<file path="config.mk">
export PLATFORM = sky130hd
export DESIGN_NAME = e_check_nxn
export DESIGN_NICKNAME = d
export VERILOG_FILES = /design/src/rtl/e_check_nxn.sv
export SDC_FILE = /design/constraint.sdc
export NUM_CORES = 1
export LEC_CHECK = 0
export BUFFER_PORTS_ARGS = -buffer_cell sky130_fd_sc_hd__buf_2
export CORE_MARGIN = 8
export CORE_UTILIZATION = 52
export DETAILED_ROUTE_END_ITERATION = 6
export PLACE_DENSITY = 0.79
export SKIP_LAST_GASP = 1
export SLEW_MARGIN = 20
export SYNTH_ARGS = -nofsm -noshare
export SYNTH_HDL_FRONTEND = slang
export SYNTH_SLANG_ARGS = --single-unit
</file>
<file path="constraint.sdc">
create_clock -name clk -period 4.3 [get_ports clk]
set_input_delay 0.86 -clock clk [delete_from_list [all_inputs] [get_ports clk]]
set_output_delay 0.86 -clock clk [all_outputs]
set_load 0.02 [all_outputs]
</file>
<file path="src/rtl/e_check_nxn.sv">
// e_check_nxn: error-matrix checker. Consumes one matrix column per cycle
// and flags every element whose magnitude exceeds the tolerance. It reports
// the error count, row/column masks and the first-error coordinates.

module e_check_nxn #(
    parameter int          arraySize = 4,
    parameter int          zBits     = 8,
    parameter int unsigned tol       = 0
) (
    input  logic                                         clk,
    input  logic                                         rst,
    input  logic                                         check_start,
    input  logic [zBits-1:0]                             e_0_in,
    input  logic [zBits-1:0]                             e_1_in,
    input  logic [zBits-1:0]                             e_2_in,
    input  logic [zBits-1:0]                             e_3_in,
    output logic                                         busy,
    output logic                                         done,
    output logic                                         err_flag,
    output logic [$clog2(arraySize*arraySize+1)-1:0]     err_count,
    output logic [$clog2(arraySize)-1:0]                 first_row,
    output logic [$clog2(arraySize)-1:0]                 first_col,
    output logic [arraySize-1:0]                         row_mask,
    output logic [arraySize-1:0]                         col_mask
);

    localparam int CW = $clog2(arraySize*arraySize+1);
    localparam int IW = $clog2(arraySize);
    localparam logic [zBits:0] TOL = (zBits+1)'(tol);

    typedef enum logic [1:0] {IDLE, SCAN, DONE} state_t;

    state_t                 r_state;
    state_t                 w_stateNext;
    logic [IW-1:0]          r_colCnt;

    logic [CW-1:0]          r_accCount;
    logic [arraySize-1:0]   r_accRowMask;
    logic [arraySize-1:0]   r_accColMask;
    logic                   r_accFound;
    logic [IW-1:0]          r_accFirstRow;
    logic [IW-1:0]          r_accFirstCol;

    logic [zBits-1:0]       w_rowData [arraySize];
    logic [zBits:0]         w_ext     [arraySize];
    logic [zBits:0]         w_mag     [arraySize];
    logic [arraySize-1:0]   w_flag;

    logic                   w_sample;
    logic                   w_lastCol;
    logic [IW-1:0]          w_colIdx;
    logic [CW-1:0]          w_countNext;
    logic [arraySize-1:0]   w_rowMaskNext;
    logic [arraySize-1:0]   w_colMaskNext;
    logic                   w_foundNext;
    logic [IW-1:0]          w_firstRowNext;
    logic [IW-1:0]          w_firstColNext;

    assign w_rowData[0] = e_0_in;
    assign w_rowData[1] = e_1_in;
    assign w_rowData[2] = e_2_in;
    assign w_rowData[3] = e_3_in;

    // Magnitude is formed one bit wider so the most negative value does not wrap
    for (genvar k = 0; k < arraySize; k++) begin : g_row
        assign w_ext[k]  = {w_rowData[k][zBits-1], w_rowData[k]};
        assign w_mag[k]  = w_ext[k][zBits] ? (~w_ext[k] + 1'b1) : w_ext[k];
        assign w_flag[k] = (w_mag[k] > TOL);
    end

    assign w_sample  = ((r_state == IDLE) && check_start) || (r_state == SCAN);
    assign w_lastCol = (r_state == SCAN) && (r_colCnt == IW'(arraySize-1));
    assign w_colIdx  = (r_state == SCAN) ? r_colCnt : '0;

    // Fold the current column into the accumulators; a new check starts from zero
    always_comb begin
        logic [CW-1:0]        baseCount;
        logic [arraySize-1:0] baseRowMask;
        logic [arraySize-1:0] baseColMask;
        logic                 baseFound;
        baseCount   = (r_state == SCAN) ? r_accCount    : '0;
        baseRowMask = (r_state == SCAN) ? r_accRowMask  : '0;
        baseColMask = (r_state == SCAN) ? r_accColMask  : '0;
        baseFound   = (r_state == SCAN) ? r_accFound    : 1'b0;
        w_firstRowNext = (r_state == SCAN) ? r_accFirstRow : '0;
        w_firstColNext = (r_state == SCAN) ? r_accFirstCol : '0;
        w_countNext = baseCount;
        for (int k = 0; k < arraySize; k++) begin
            w_countNext = w_countNext + CW'(w_flag[k]);
        end
        w_rowMaskNext = baseRowMask | w_flag;
        w_colMaskNext = baseColMask;
        if (|w_flag) begin
            w_colMaskNext[w_colIdx] = 1'b1;
        end
        w_foundNext = baseFound | (|w_flag);
        if (!baseFound && (|w_flag)) begin
            w_firstColNext = w_colIdx;
            for (int k = arraySize-1; k >= 0; k--) begin
                if (w_flag[k]) begin
                    w_firstRowNext = IW'(k);
                end
            end
        end
    end

    // Next-state decode: start on a pulse in IDLE, leave SCAN after the last column
    always_comb begin
        w_stateNext = r_state;
        case (r_state)
            IDLE:    if (check_start) w_stateNext = SCAN;
            SCAN:    if (w_lastCol)   w_stateNext = DONE;
            DONE:    w_stateNext = IDLE;
            default: w_stateNext = IDLE;
        endcase
    end

    // State register
    always_ff @(posedge clk) begin
        if (rst) begin
            r_state <= IDLE;
        end else begin
            r_state <= w_stateNext;
        end
    end

    // Column counter and accumulators advance on every sampled column
    always_ff @(posedge clk) begin
        if (rst) begin
            r_colCnt      <= '0;
            r_accCount    <= '0;
            r_accRowMask  <= '0;
            r_accColMask  <= '0;
            r_accFound    <= 1'b0;
            r_accFirstRow <= '0;
            r_accFirstCol <= '0;
        end else if (w_sample) begin
            r_colCnt      <= (r_state == IDLE) ? IW'(1) : r_colCnt + 1'b1;
            r_accCount    <= w_countNext;
            r_accRowMask  <= w_rowMaskNext;
            r_accColMask  <= w_colMaskNext;
            r_accFound    <= w_foundNext;
            r_accFirstRow <= w_firstRowNext;
            r_accFirstCol <= w_firstColNext;
        end
    end

    // Registered outputs; results include the last column and hold until the next DONE
    always_ff @(posedge clk) begin
        if (rst) begin
            busy      <= 1'b0;
            done      <= 1'b0;
            err_flag  <= 1'b0;
            err_count <= '0;
            first_row <= '0;
            first_col <= '0;
            row_mask  <= '0;
            col_mask  <= '0;
        end else begin
            busy <= (w_stateNext != IDLE);
            done <= w_lastCol;
            if (w_lastCol) begin
                err_flag  <= w_foundNext;
                err_count <= w_countNext;
                first_row <= w_firstRowNext;
                first_col <= w_firstColNext;
                row_mask  <= w_rowMaskNext;
                col_mask  <= w_colMaskNext;
            end
        end
    end

endmodule

</file>
# --- After elaboration in Yosys (flattened, before gate mapping) ---
# Cells that the tools add are included.
word_totals:
  ff_bits: 42
classes:
  addsub: 9
  order_cmp: 6
  eq_ne: 2
  n_mux: 24
  bitwise: 7
  n_reduce_logical: 9
ops:
  columns: ["operator", "n"]
  rows:
  - ["9-bit by 1-bit adder with 9-bit output (second input constant)", 4]
  - ["9-bit by 1-bit > comparator with 1-bit output (second input constant)", 4]
  - ["9-bit 2-to-1 mux", 4]
  - ["9-bit NOT", 4]
  - ["2-bit 2-to-1 mux", 12]
  - ["5-bit by 1-bit adder with 5-bit output", 4]
  - ["4-bit 2-to-1 mux", 3]
  - ["4-bit bitwise OR", 2]
  - ["5-bit 2-to-1 mux", 1]
  - ["1-bit logical AND", 4]
  - ["2-bit one-hot mux with 2 select lines", 1]
  - ["4-bit OR reduction", 1]
  - ["2-bit by 3-bit less-than comparator with 1-bit output (second input constant)", 1]
  - ["2-bit by 1-bit adder with 2-bit output (second input constant)", 1]
  - ["1-bit demux with 2-bit select", 1]
  - ["2-bit by 1-bit equality test with 1-bit output (second input constant)", 1]
  - ["2-bit equality test (second input constant)", 1]
  - ["2-bit by 1-bit >= comparator with 1-bit output (second input constant)", 1]
  - ["2-bit logical NOT", 1]
  - ["1-bit 2-to-1 mux", 2]
  - ["2-bit nonzero test", 1]
  - ["1-bit logical NOT", 1]
  - ["1-bit logical OR", 1]
  - ["1-bit bitwise OR", 1]

# --- Depth between registers and ports, before layout ---
depth:
  depth_word: 9
  ltp_mapped: 15
  mapped_depth_nobuf: 15

# --- Worst setup path after synthesis ---
# No wires, ideal clock.
synth_timing:
  path_kind: "input to register"
  start: "in e_3_in[0]"
  end: "reg err_count[4]"
  t_arrival_ps: 3740
  t_required_ps: 4172
  slack_ps: 432
  cell_stages: 14
  path_buffers: 0
  cell_sequence: "inv_1 -> ha_1 -> or4b_1 -> a211o_1 -> inv_2 -> fa_1 -> fa_1 -> inv_1 -> fa_1 -> nand3_1 -> xor2_1 -> nor2_1 -> a22oi_1 -> nor2_1"
synth_between:
  elab_chain_cells: 5
synth_rtl:
  columns: ["item", "line_no", "rtl"]
  rows:
  - ["from (decl)", "16", "input logic [zBits-1:0] e_3_in,"]
  - ["9-bit NOT", "67", "assign w_mag[k] = w_ext[k][zBits] ? (~w_ext[k] + 1'b1) : w_ext[k];"]
  - ["9-bit by 1-bit adder with 9-bit output", "67", null]
  - ["9-bit 2-to-1 mux (*)", "67", null]
  - ["9-bit by 1-bit > comparator with 1-bit output (*)", "68", "assign w_flag[k] = (w_mag[k] > TOL);"]
  - ["5-bit by 1-bit adder with 5-bit output (*)", "89", "w_countNext = w_countNext + CW'(w_flag[k]);"]
  - ["to (signal assigned)", "164", "err_count <= w_countNext;"]
  - ["to (decl)", "20", "output logic [$clog2(arraySize*arraySize+1)-1:0] err_count,"]
# Mark *: on every way between the ends. The rest lies on a longest branch, timed or not.
# A chain may end at the register's enable or synchronous reset.

# --- Worst setup path in the final report ---
# Ends and elaborated chain as after synthesis.

==> results <==
- The run finished with clean final reports.
- The cell area after synthesis is 2090 sq um.
- The clock period minus final worst setup slack is 3.87 ns.
- The count of flip-flops with a built-in enable after synthesis is 0.
- The hold violation count in the final report is 0.
- The Yosys step of the flow raised 0 warnings.
- The global routing usage summed across all routing layers is 16.6%.
- At the pin with the least slew margin, the transition time is 0.680 ns.
- The last weighted congestion value of the routability-driven placer is 0.839.
- The floorplan has 23 rows.
- In the final routed layout, each cell accounts on average for 14.0 um.
- The worst-case clock skew is 0.00590 ns.
- The critical-path maximum fanout is 5.
- Combinational logic burns 11.9% of the power.
- The clock reaches the later pin of the worst-skew pair after 0.29 ns.
- For this design the total switching power over the nets is 0.205 mW.
- The fraction of final layout cells sized beyond drive strength 1 is 23.3%.
- The number of inserted diodes is 0.
- Based on the critical path, the design can be clocked at up to 258 MHz.
- Overall power consumption after layout is estimated at 0.821 mW.
- After clock tree synthesis, the repair step resized 0 gates.
- The critical path is of the primary input to flip-flop type.
- The source of the worst hold timing path is r_accCount[1].
- The total global routing overflow is 0.
- The ratio of final minimum period to clock period is 90.1%.
- The power share of the clock group is 37.8%.
- Sequential cells burn 50.3% of the power.
- The final-layout setup total negative slack is 0 ns.
- The startpoint identified for the worst register-to-register timing path is r_state[0].
- The routed wire length is 5030 um.
- In this run, synthesis produced a sequential element count of 42.
- The die is 79.4 um wide.
- Across the run, the number of max-cap violations was 0.
- Clock tree synthesis found a total of 42 sinks.
- The internal power of the cells totals 0.615 mW.
- The count of H-tree levels built during CTS is 2.
- The number of nets still failing antenna checks after routing is 0.
- The number of port buffers is 54.
- The sort of element at the end of the critical path is a flip-flop.
- The worst hold path belongs to the class flip-flop to flip-flop.
- Setup repair after global routing left no endpoint under its margin.
- The number of remaining DRC errors is 0.
- The most frequently used flop master after synthesis is dfxtp_1.
- IR analysis of the VDD net gives a maximum drop of 0.184 mV.
- The number of buffers created by CTS is 5.
- The count of final max-slew check failures is 0.
- The starting density of the core is 53.0%.
- The critical path starts at e_3_in[0].
- The core region is 3940 sq um.
- The sequential-to-total area share from yosys stat is 40.2%.
- In this run the tightest slew margin relative to its limit is 54.5%.
- Net switching is 25.0% of the power.
- For this design the top-level I/O count stands at 55.
- The mean area per synthesized cell is 8.23 sq um.
- The mean number of vias per cell is 5.55.
- The number of global-route vias before repair is 1911.
- The synthesis-to-finish area growth is 20.8%.
- The worst hold-check slack is 0.457 ns.
- The count of cell types in the netlist is 44.
- The TritonCTS clock tree is done.
- The pre-antenna-repair detailed-routing pass consisted of 4 iterations.
- Entering global routing, the biggest net connects 39 pins.
- The number of setup buffers added after CTS is 0.
- The area of the die is 6300 sq um.
- After clock tree synthesis, the clock-pin slew on the worst setup and hold paths is 0.08 ns.
- The synthesized netlist net count is 299.
- The number of buffers inserted by hold repair at cts is 0.
- Summed over all cells, the static leakage comes to 1.08 nW.
- The required time of the critical path is 4.46 ns.
- The power density over cell area is 325 nW/um^2.
- The gate count of the mapped netlist is 254.
- The violation count after the first detailed-routing iteration is 199.
- The final layout contains 353 nets.
- Setup violations remaining at the end of the flow were counted as 0.
- The clock passes through at most 2 buffers.
- For this run, asynchronously set or reset flops after synthesis account for 0%.
- The HPWL after detailed placement is 3680 um.
- The worst register-to-register path has a setup slack of 1.79 ns.
- The initial antenna violation count is 0.
- The worst endpoint data arrival time is 4.03 ns.
- The first global-routing pass estimated 8520 um of wire.
- The die height is 79.4 um.
- The worst setup path is launched from a primary input.
- The total vias in the final route is 1994.
- CTS placed an instance of clkbuf_8 at the clock tree root.
-- sequential cells by signal, indices dropped and copies added (netlist names), 4 cells and up --
| register | count |
|---|---|
| row_mask | 4 |
| r_accCount | 5 |
| err_count | 5 |
| r_accRowMask | 4 |
| r_accColMask | 4 |
| col_mask | 4 |
-- per-layer routing --
metal	GRT usage, %	part of all wire, %	up-vias	wire [um]
met4	6.30	1.6	0	78
met5	0	0	-	0
li1	-	-	1007	-
met1	19.6	44	916	2200
met2	27.3	47	65	2350
met3	5.41	8.0	6	400
-- cell usage in the layout, fill, tap and decap left out, drive strengths merged, types with 2 or more instances in the layout --
master,instances
mux2i,2
nand2b,3
nor2,41
nand2,21
clkbuf,6
and2,3
a21oi,22
a22oi,7
buf,59
fa,3
xor2,4
nor3,7
nand3,10
nor4b,2
ha,7
nor2b,2
or2,2
inv,15
nand4,5
a211oi,13
o31ai,2
dfxtp,42
or4,2
o2bb2ai,2
o21ai,9
nand4b,2
or4b,2
-- area by class of cell --
cell class	instances	area, sq um
Clock buffer	6	72.6
Fill cell	345	1420
Tap cell	50	62.6
Timing Repair Buffer	59	308
Sequential cell	42	841
Clock inverter	2	37.5
Multi-Input combinational cell	185	1150
Inverter	15	56.3
-- through the flow --
stage / util (%) / area [sq um] / setup slack (ns) / std cells
finish: 64.0 / 2520 / 0.426 / 359
global route: 64.0 / 2520 / 0.231 / 359
CTS: 64.0 / 2520 / 0.428 / 359
detailed placement: 61.3 / 2410 / 0.113 / 351
global placement: 61.3 / 2410 / 0.212 / 351
floorplan: - / 2090 / 0.432 / 254
-- path summary, 6_finish.rpt --
kind              endpoint  depth (start not counted)
max           err_count[4]                         15
max reg2reg   err_count[4]                         11
min reg2reg  r_accCount[1]                          2
min          r_accCount[1]                          2
-- synthesized netlist by cell type, types with 3 or more instances --
cell / instances / area (sq um)
dfxtp_1: 42 / 841
nor2_1: 41 / 154
a21oi_1: 22 / 110
nand2_1: 21 / 78.8
inv_1: 14 / 52.6
a211oi_1: 12 / 90.1
clkbuf_1: 11 / 41.3
nand3_1: 10 / 50.1
a22oi_1: 7 / 52.6
ha_1: 7 / 87.6
nor3_1: 7 / 35.0
o21ai_0: 6 / 30.0
nand4_1: 5 / 31.3
xor2_1: 4 / 35.0
and2_1: 3 / 18.8
fa_1: 3 / 60.1
nand2b_1: 3 / 18.8
-- worst max-delay path, stage by stage --
cell,delay (ns)
buf_2,0.09
inv_1,0.04
ha_1,0.27
or4b_1,0.51
a211o_1,0.37
inv_2,0.14
fa_1,0.45
fa_1,0.46
inv_1,0.08
fa_1,0.24
nand3_1,0.11
xor2_1,0.14
nor2_1,0.07
a22oi_1,0.16
nor2_1,0.06
-- cells by family after synthesis --
family	Yosys count	synth area share [%]
AO/OA/AOI/OAI	65	21.3
XOR/XNOR	5	2.10
buffers and inverters	27	4.85
adder cells (fa/ha/maj)	10	7.07
flip-flops	42	40.2
AND/OR/NAND/NOR	103	23.5
multiplexers	2	0.958
-- power groups by stage --
stage          logic, mW  clock network, mW  registers (mW)
5_1_grt            0.110              0.335           0.415
3_3_place_gp      0.0941                  0           0.421
3_5_place_dp      0.0965                  0           0.422
2_1_floorplan     0.0593                  0           0.422
6_report          0.0975              0.310           0.413
4_1_cts           0.0976              0.316           0.413
Note: power is estimated with default switching activity, not from simulation.
